$ cat config.mk
export PLATFORM = sky130hd
export DESIGN_NAME = csa64_share_arb
export DESIGN_NICKNAME = d
export VERILOG_FILES = /design/src/rtl/csa64_share_arb.sv
export SDC_FILE = /design/constraint.sdc
export NUM_CORES = 1
export LEC_CHECK = 0
export BUFFER_PORTS_ARGS = -buffer_cell sky130_fd_sc_hd__buf_4
export CAP_MARGIN = 20
export CORE_AREA = 5 5 231 233
export CTS_CLUSTER_SIZE = 30
export DETAILED_ROUTE_END_ITERATION = 10
export DIE_AREA = 0 0 236 238
export MAX_ROUTING_LAYER = met4
export PLACE_DENSITY = 0.57
export SLEW_MARGIN = 20
export SYNTH_ARGS = -nofsm -noshare
export SYNTH_HDL_FRONTEND = slang
export SYNTH_SLANG_ARGS = --single-unit
$ cat constraint.sdc
create_clock -name clock -period 2.38 [get_ports clock]
set_clock_uncertainty 0.15 [all_clocks]
set_input_delay 0.238 -clock clock [delete_from_list [all_inputs] [get_ports clock]]
set_output_delay 0.238 -clock clock [all_outputs]
set_load 0.02 [all_outputs]
$ cat src/rtl/csa64_share_arb.sv
// Round-robin sharing of one external registered 64-bit adder between two requesters;
// issue 1 cycle after handshake, response held per requester until rsp_ready, one op outstanding each.
module csa64_share_arb #(
    parameter int ADD_LAT = 1,
    parameter int CNT_W   = 16
) (
    input  logic             clock,
    input  logic             reset,
    input  logic [1:0]       req_valid,
    output logic [1:0]       req_ready,
    input  logic [63:0]      req_a0,
    input  logic [63:0]      req_b0,
    input  logic [63:0]      req_a1,
    input  logic [63:0]      req_b1,
    output logic [63:0]      adder_op1,
    output logic [63:0]      adder_op2,
    output logic             adder_issue,
    input  logic [63:0]      adder_sum,
    input  logic             adder_cout,
    output logic [1:0]       rsp_valid,
    input  logic [1:0]       rsp_ready,
    output logic [63:0]      rsp_sum0,
    output logic [63:0]      rsp_sum1,
    output logic [1:0]       rsp_cout,
    output logic [CNT_W-1:0] ops_done
);

    logic [1:0]         elig;
    logic [1:0]         grant;
    logic               hs_any;
    logic               hs_id;
    logic [1:0]         rsp_done;
    logic [1:0]         ret_mask;

    logic               last_grant_q;
    logic [1:0]         busy_q, busy_d;
    logic [63:0]        op1_q, op2_q;
    logic               issue_q, issue_id_q;
    logic [ADD_LAT-1:0] tag_vld_q, tag_vld_d;
    logic [ADD_LAT-1:0] tag_id_q, tag_id_d;
    logic [1:0]         rsp_valid_q, rsp_valid_d;
    logic [63:0]        sum0_q, sum1_q;
    logic [1:0]         cout_q;
    logic [CNT_W-1:0]   done_q;

    // Grant is gated by reset so nothing is offered while the block is held in reset.
    always_comb begin
        elig  = req_valid & ~busy_q;
        grant = 2'b00;
        if (reset) begin
            if (elig == 2'b11) begin
                grant = last_grant_q ? 2'b01 : 2'b10;
            end else begin
                grant = elig;
            end
        end
    end

    assign hs_any   = |grant;
    assign hs_id    = grant[1];
    assign rsp_done = rsp_valid_q & rsp_ready;

    // The issue register is the head of the tag pipe; the last stage lines up with the adder result.
    always_comb begin
        tag_vld_d[0] = issue_q;
        tag_id_d[0]  = issue_id_q;
        for (int j = 1; j < ADD_LAT; j++) begin
            tag_vld_d[j] = tag_vld_q[j-1];
            tag_id_d[j]  = tag_id_q[j-1];
        end
        ret_mask = 2'b00;
        if (tag_vld_q[ADD_LAT-1]) begin
            ret_mask[tag_id_q[ADD_LAT-1]] = 1'b1;
        end
        busy_d      = (busy_q | grant) & ~rsp_done;
        rsp_valid_d = (rsp_valid_q & ~rsp_done) | ret_mask;
    end

    always_ff @(posedge clock or negedge reset) begin
        if (!reset) begin
            last_grant_q <= 1'b1;
            busy_q       <= 2'b00;
            op1_q        <= '0;
            op2_q        <= '0;
            issue_q      <= 1'b0;
            issue_id_q   <= 1'b0;
            tag_vld_q    <= '0;
            tag_id_q     <= '0;
            rsp_valid_q  <= 2'b00;
            sum0_q       <= '0;
            sum1_q       <= '0;
            cout_q       <= 2'b00;
            done_q       <= '0;
        end else begin
            busy_q      <= busy_d;
            issue_q     <= hs_any;
            tag_vld_q   <= tag_vld_d;
            tag_id_q    <= tag_id_d;
            rsp_valid_q <= rsp_valid_d;
            if (hs_any) begin
                last_grant_q <= hs_id;
                issue_id_q   <= hs_id;
                op1_q        <= hs_id ? req_a1 : req_a0;
                op2_q        <= hs_id ? req_b1 : req_b0;
            end
            if (ret_mask[0]) begin
                sum0_q    <= adder_sum;
                cout_q[0] <= adder_cout;
            end
            if (ret_mask[1]) begin
                sum1_q    <= adder_sum;
                cout_q[1] <= adder_cout;
            end
            done_q <= done_q + CNT_W'(rsp_done[0]) + CNT_W'(rsp_done[1]);
        end
    end

    assign req_ready   = grant;
    assign adder_op1   = op1_q;
    assign adder_op2   = op2_q;
    assign adder_issue = issue_q;
    assign rsp_valid   = rsp_valid_q;
    assign rsp_sum0    = sum0_q;
    assign rsp_sum1    = sum1_q;
    assign rsp_cout    = cout_q;
    assign ops_done    = done_q;

endmodule
# ---- Word-level counts from Yosys, hierarchy flattened
# Index checks and enable logic that the tools add are counted.
dict set report classes {
  n_lt_le_gt_ge 2
  add_sub_neg 2
  mux 8
  n_bitwise 8
  eq_ne 1
  reduce_logical 2
}
# op n
set ops {}
lappend ops {{2-to-1 mux 64 bit} 2}
lappend ops {{adder 16 x 1 -> 16 bit} 2}
lappend ops {{AND 2 bit} 4}
lappend ops {{2-to-1 mux 2 bit} 4}
lappend ops {{NOT 2 bit} 2}
lappend ops {{bitwise OR 2 bit} 2}
lappend ops {{== test 2 bit (second input constant)} 1}
lappend ops {{< comparator 1 x 2 -> 1 bit (second input constant)} 1}
lappend ops {{OR reduction 2 bit} 1}
lappend ops {{demux 1 bit (select 1 bit)} 1}
lappend ops {{>= comparator 1 bit (second input constant)} 1}
lappend ops {{logical AND 1 bit} 1}
lappend ops {{2-to-1 mux 1 bit} 1}
dict set report totals {
  in_bits 327
  wordCells 37
  output_inout_bits 279
  regBits 283
}

# ---- Longest topological paths before layout
dict set report logic_depth {
  ltp_word 7
  mapped_depth 7
  mapped_depth_nobuf 7
}

# ---- Worst setup path after synthesis
# OpenSTA, ideal clock, no wires.
dict set report synth_path {
  path_type {reg-to-reg}
  from {reg rsp_valid_q[1] (netlist: rsp_valid[1])}
  to {reg done_q[12] (netlist: ops_done[12])}
  setup_time_ns 0.132
  t_required_ns 2.098
  path_slack_ns 0.462
  path_stages_with_launch 8
  n_path_buf 0
  arrival_time_ns 1.636
  synth_period_minus_slack_ns 1.918
  path_cell_list {dfrtp_1 -> and2_1 -> fa_1 -> ha_1 -> nand2_1 -> nor2_1 -> nand4_1 -> xnor2_1}
}
dict set report synth_between {
  elab_chain_cells 2
}
# element line
set synth_lines {}
lappend synth_lines {{from (decl)} 41} ;# logic [1:0] rsp_valid_q, rsp_valid_d;
lappend synth_lines {{from (signal assigned)} 99} ;# rsp_valid_q <= rsp_valid_d;
lappend synth_lines {{AND 2 bit} 61} ;# assign rsp_done = rsp_valid_q & rsp_ready;
lappend synth_lines {{adder 16 x 1 -> 16 bit} 114} ;# done_q <= done_q + CNT_W'(rsp_done[0]) + CNT_W'(rsp_done[1]);
lappend synth_lines {{to (signal assigned)} 114}
lappend synth_lines {{to (decl)} 44} ;# logic [CNT_W-1:0] done_q;
# No other way between the ends.
# A chain may end at the register's enable or synchronous reset.

# ---- Worst setup path after layout
dict set report layout_path {
  from {reg last_grant_q}
  to {reg op2_q[38] (netlist: adder_op2[38])}
}
dict set report layout_between {
  elab_chain_cells 4
  word_cells_on_any_way 5
  cone_classes {mux: 4; reduce/logical: 1}
}
# element line
set layout_lines {}
lappend layout_lines {{from (decl)} 35} ;# logic last_grant_q;
lappend layout_lines {{from (signal assigned)} 101} ;# last_grant_q <= hs_id;
lappend layout_lines {{2-to-1 mux 2 bit (*)} 52} ;# grant = last_grant_q ? 2'b01 : 2'b10;
lappend layout_lines {{2-to-1 mux 2 bit (*)} 51} ;# if (elig == 2'b11) begin
lappend layout_lines {{2-to-1 mux 2 bit (*)} 50} ;# if (reset) begin
lappend layout_lines {{2-to-1 mux 64 bit / OR reduction 2 bit (equally long branches)} {104, 59}}
lappend layout_lines {{to (signal assigned)} 104} ;# op2_q <= hs_id ? req_b1 : req_b0;
lappend layout_lines {{to (decl)} 37} ;# logic [63:0] op1_q, op2_q;
# Every way passes the cells marked *; elsewhere a longest branch is shown, timed or not.

==> results.txt <==
The run finished with clean final reports. Setup repair after global routing left no endpoint under its margin. For the pin with the worst max-slew slack, the measured transition is 566 ps. STA puts the critical path data arrival time at 2640 ps. Summed over all layers, the routed wires come to 46100 um. Based on the critical path, the design can be clocked at up to 439 MHz. For this run the aggregate overflow at the end of global routing stands at 0. In this run the count of I/O pins placed on the die edge is 606. The worst-case vdd ir drop is 0.620 mV.

Synthesis instantiated 33 different standard cells from the library. Across the whole layout, storage elements account for 7080 sq um. The share of the synthesized area in the top cell type is 60.9%, and the number of core rows is 83. Of all nets on the critical path, the largest fanout is 20. For the via count of the first global-routing pass, the log shows 12465.

Power spread over the standard cell area amounts to 1200 nW/um^2. Level count of the clock H-tree: 1. The logs give 0 for the final max-slew violation count and 398 ps for the minimum setup slack after placement. After synthesis, the cell types taking the most area are dfrtp_1, mux2_2, nand2_1, a31oi_1, nor2_1.

The iteration-0 DRC count of the detailed router is 472. Once detail routing completed, the nets flagged for antenna violations numbered 0. The number of port buffers came out at 605. The first-pass GRT wire length is 70700 um, and the critical path required time is 2740 ps. The logs give 31800 um for the post-detailed-placement half-perimeter wirelength and 0 for the number of setup buffers added after CTS. The class of the most critical hold timing path was in2reg. In the final layout, the share of cells above drive strength 1 is 41.1%. Clock tree synthesis selected as its root buffer the cell clkbuf_16.

For the post-layout instance area, the log shows 21300 sq um. The finished layout holds 2682 standard cells, fillers aside. From synthesis to final layout, the design area changed by 83.9%.

The final count of negative-setup-slack endpoints is 0, and the post-synthesis sequential element count is 283. The clock passes through at most 3 buffers. Global routing used 16.0% of the available tracks across all layers. For the hold violation total from the final report, the log shows 0.

The routed via count divided by cell count was 4.31; the floorplan die area was 56200 sq um. For the gate count of the mapped netlist, the log shows 1059. Each instance of the synthesized netlist takes up on average 10.9 sq um. The tools report the worst hold slack across all endpoints as 42.7 ps. For this run, the number of Yosys warnings is 0. After floorplanning, the core was sized to cover 51000 sq um. Of all flip-flops after synthesis, the portion carrying an async set or reset was 100%. The average wire per cell in the routed design is 17.2 um. The run gives 283 as the number of clock sinks.

The biggest area contributor in the post-synthesis netlist is dfrtp_1. The number of remaining DRC errors is 0, and the initial standard-cell utilization of the core is 22.7%. The worst path meets setup with 101 ps of slack. Total power for the finished layout comes to 25.6 mW. Entering global routing, the biggest net connects 103 pins. The initial antenna violation count was 0. The run gives 11600 sq um as the post-synthesis cell area. The clock reaches the later pin of the worst-skew pair after 580 ps.

STA classifies the critical path startpoint as a register. Count of TritonRoute iterations in the first routing pass: 5. The primary flip-flop cell chosen by synthesis mapping is dfrtp_1.

The logs give 4725 for the number of filler cells placed in the layout and 11565 for the overall via count from detail_route. The die is 238 um tall. Counting every net in the synthesized netlist gives 1388. The worst path needs 2280 ps of the cycle, external delays included.

The number of clock buffers added by TritonCTS is 31. After the last flow step, the layout net total stands at 2312. Of the available clock period, the critical path in the final layout requires 95.7%.

The relative slew slack came out at 62.2%. The critical path capture point type is a register. Area occupied by multi-input gates: 4160 sq um. After detailed placement, the design holds a cell count of 2304. Cells fill 41.8% of the core in the end. For this design the static power due to leakage is 9.86 nW. At the end of routability-driven placement, the weighted congestion stood at 0.907. The type of the worst setup path is reg2reg. The number of flops mapped to enable cells by yosys was 0; the setup TNS was 0 ps. The floorplan die width is 236 um.

The clock input transition at the sequential cells of the worst setup and hold paths works out to 60 ps. The run gives 0 as the max-capacitance violation count. Summing all placed instances gives a cell area of 17000 sq um.

TritonCTS built the clock tree. The share of the Yosys chip area taken by registers is 61.1%. The repair_antennas step left the layout with diodes totalling 0.
[power breakdown]
part	switching, mW	leakage, nW	internal, mW
Sequential	1.36	3.26	7.13
Combinational	6.51	6.13	5.98
Clock	1.95	0.468	2.68
[layout make-up]
class | count | area share, %
repair buffers | 962 | 38.6
flip-flops and latches | 283 | 33.2
multi-input cells | 700 | 19.5
clock buffers | 46 | 4.19
well taps | 680 | 3.99
clock inverters | 6 | 0.352
inverters | 5 | 0.147
[final timing paths]
path / depth (start not counted) / slack [ps] / endpoint / startpoint
max: 7 / 100 / adder_op2[38] / last_grant_q
min: 5 / 40 / busy_q[0] / req_valid[0]
max reg2reg: 7 / 100 / adder_op2[38] / last_grant_q
min reg2reg: 0 / 230 / tag_id_q / issue_id_q
max in group asynchronous: 4 / 990 / adder_op1[6] / reset
min in group asynchronous: 3 / 130 / ops_done[5] / reset
[cell usage after synthesis (2+ instances only)]
cell      number
nand2_1      262
inv_1          4
o21ai_1        2
nor2_1       135
nor2b_1        2
and2_1         2
clkbuf_1      12
xnor2_1        7
nand3_2        2
buf_4         10
a31oi_1      128
dfrtp_1      282
nand3_1        8
mux2_2       130
buf_2         49
xor2_1         7
[cell usage in the layout (no fill, tap or decap), types with 2 or more instances in the layout]
| master | netlist | final |
|---|---|---|
| a31oi_1 | 128 | 128 |
| and2_1 | 2 | 2 |
| buf_12 | 0 | 13 |
| buf_4 | 10 | 621 |
| buf_6 | 0 | 2 |
| clkbuf_1 | 12 | 9 |
| clkbuf_16 | 0 | 32 |
| clkbuf_8 | 0 | 6 |
| clkinv_2 | 0 | 2 |
| clkinvlp_4 | 0 | 2 |
| dfrtp_1 | 282 | 282 |
| dlygate4sd3_1 | 0 | 324 |
| inv_1 | 4 | 4 |
| mux2_2 | 130 | 130 |
| nand2_1 | 262 | 261 |
| nand3_1 | 8 | 8 |
| nor2_1 | 135 | 135 |
| nor2b_4 | 0 | 2 |
| o21ai_1 | 2 | 2 |
| xnor2_1 | 7 | 7 |
| xor2_1 | 7 | 7 |
[metal layers]
layer / GRT usage, % / wire length [um] / vias up
met5: - / 0 / -
met1: 18.0 / 17700 / 5560
met2: 27.9 / 23400 / 487
met4: 5.56 / 1610 / 0
li1: - / - / 5426
met3: 3.83 / 3360 / 92
[flip-flops by register name, summed over array words and instances (netlist names), 2 cells and up]
name and count:
ops_done 16, adder_op2 64, busy_q 2, adder_op1 64
rsp_cout 2, rsp_sum1 64, rsp_sum0 64, rsp_valid 2
[kinds of logic after synthesis]
family          share of synthesized area, %
flops                                   61.1
xor+xnor                                1.06
simple gates                            14.3
fa+ha+maj                              0.281
buf+inv                                 3.31
mux                                     12.6
compound gates                          7.28
[repair_timing]
| item | CTS | global route |
|---|---|---|
| endpoints found under the hold margin | 427 | 0 |
| hold buffers | 325 | 0 |
| gates cloned | 0 | 1 |
| resized for setup | 3 | 3 |
| pin swaps | 0 | 1 |
| setup endpoints to repair | 1 | 18 |
[worst max-delay path, stage by stage (launching register included)]
cell           delay [ps]
dfstp_2               530
nand3b_1              130
nand3_4               210
buf_12                210
buf_4                 170
nand2_1                70
a31oi_1               170
dlygate4sd3_1         570
(Power assumes the default switching activity.)
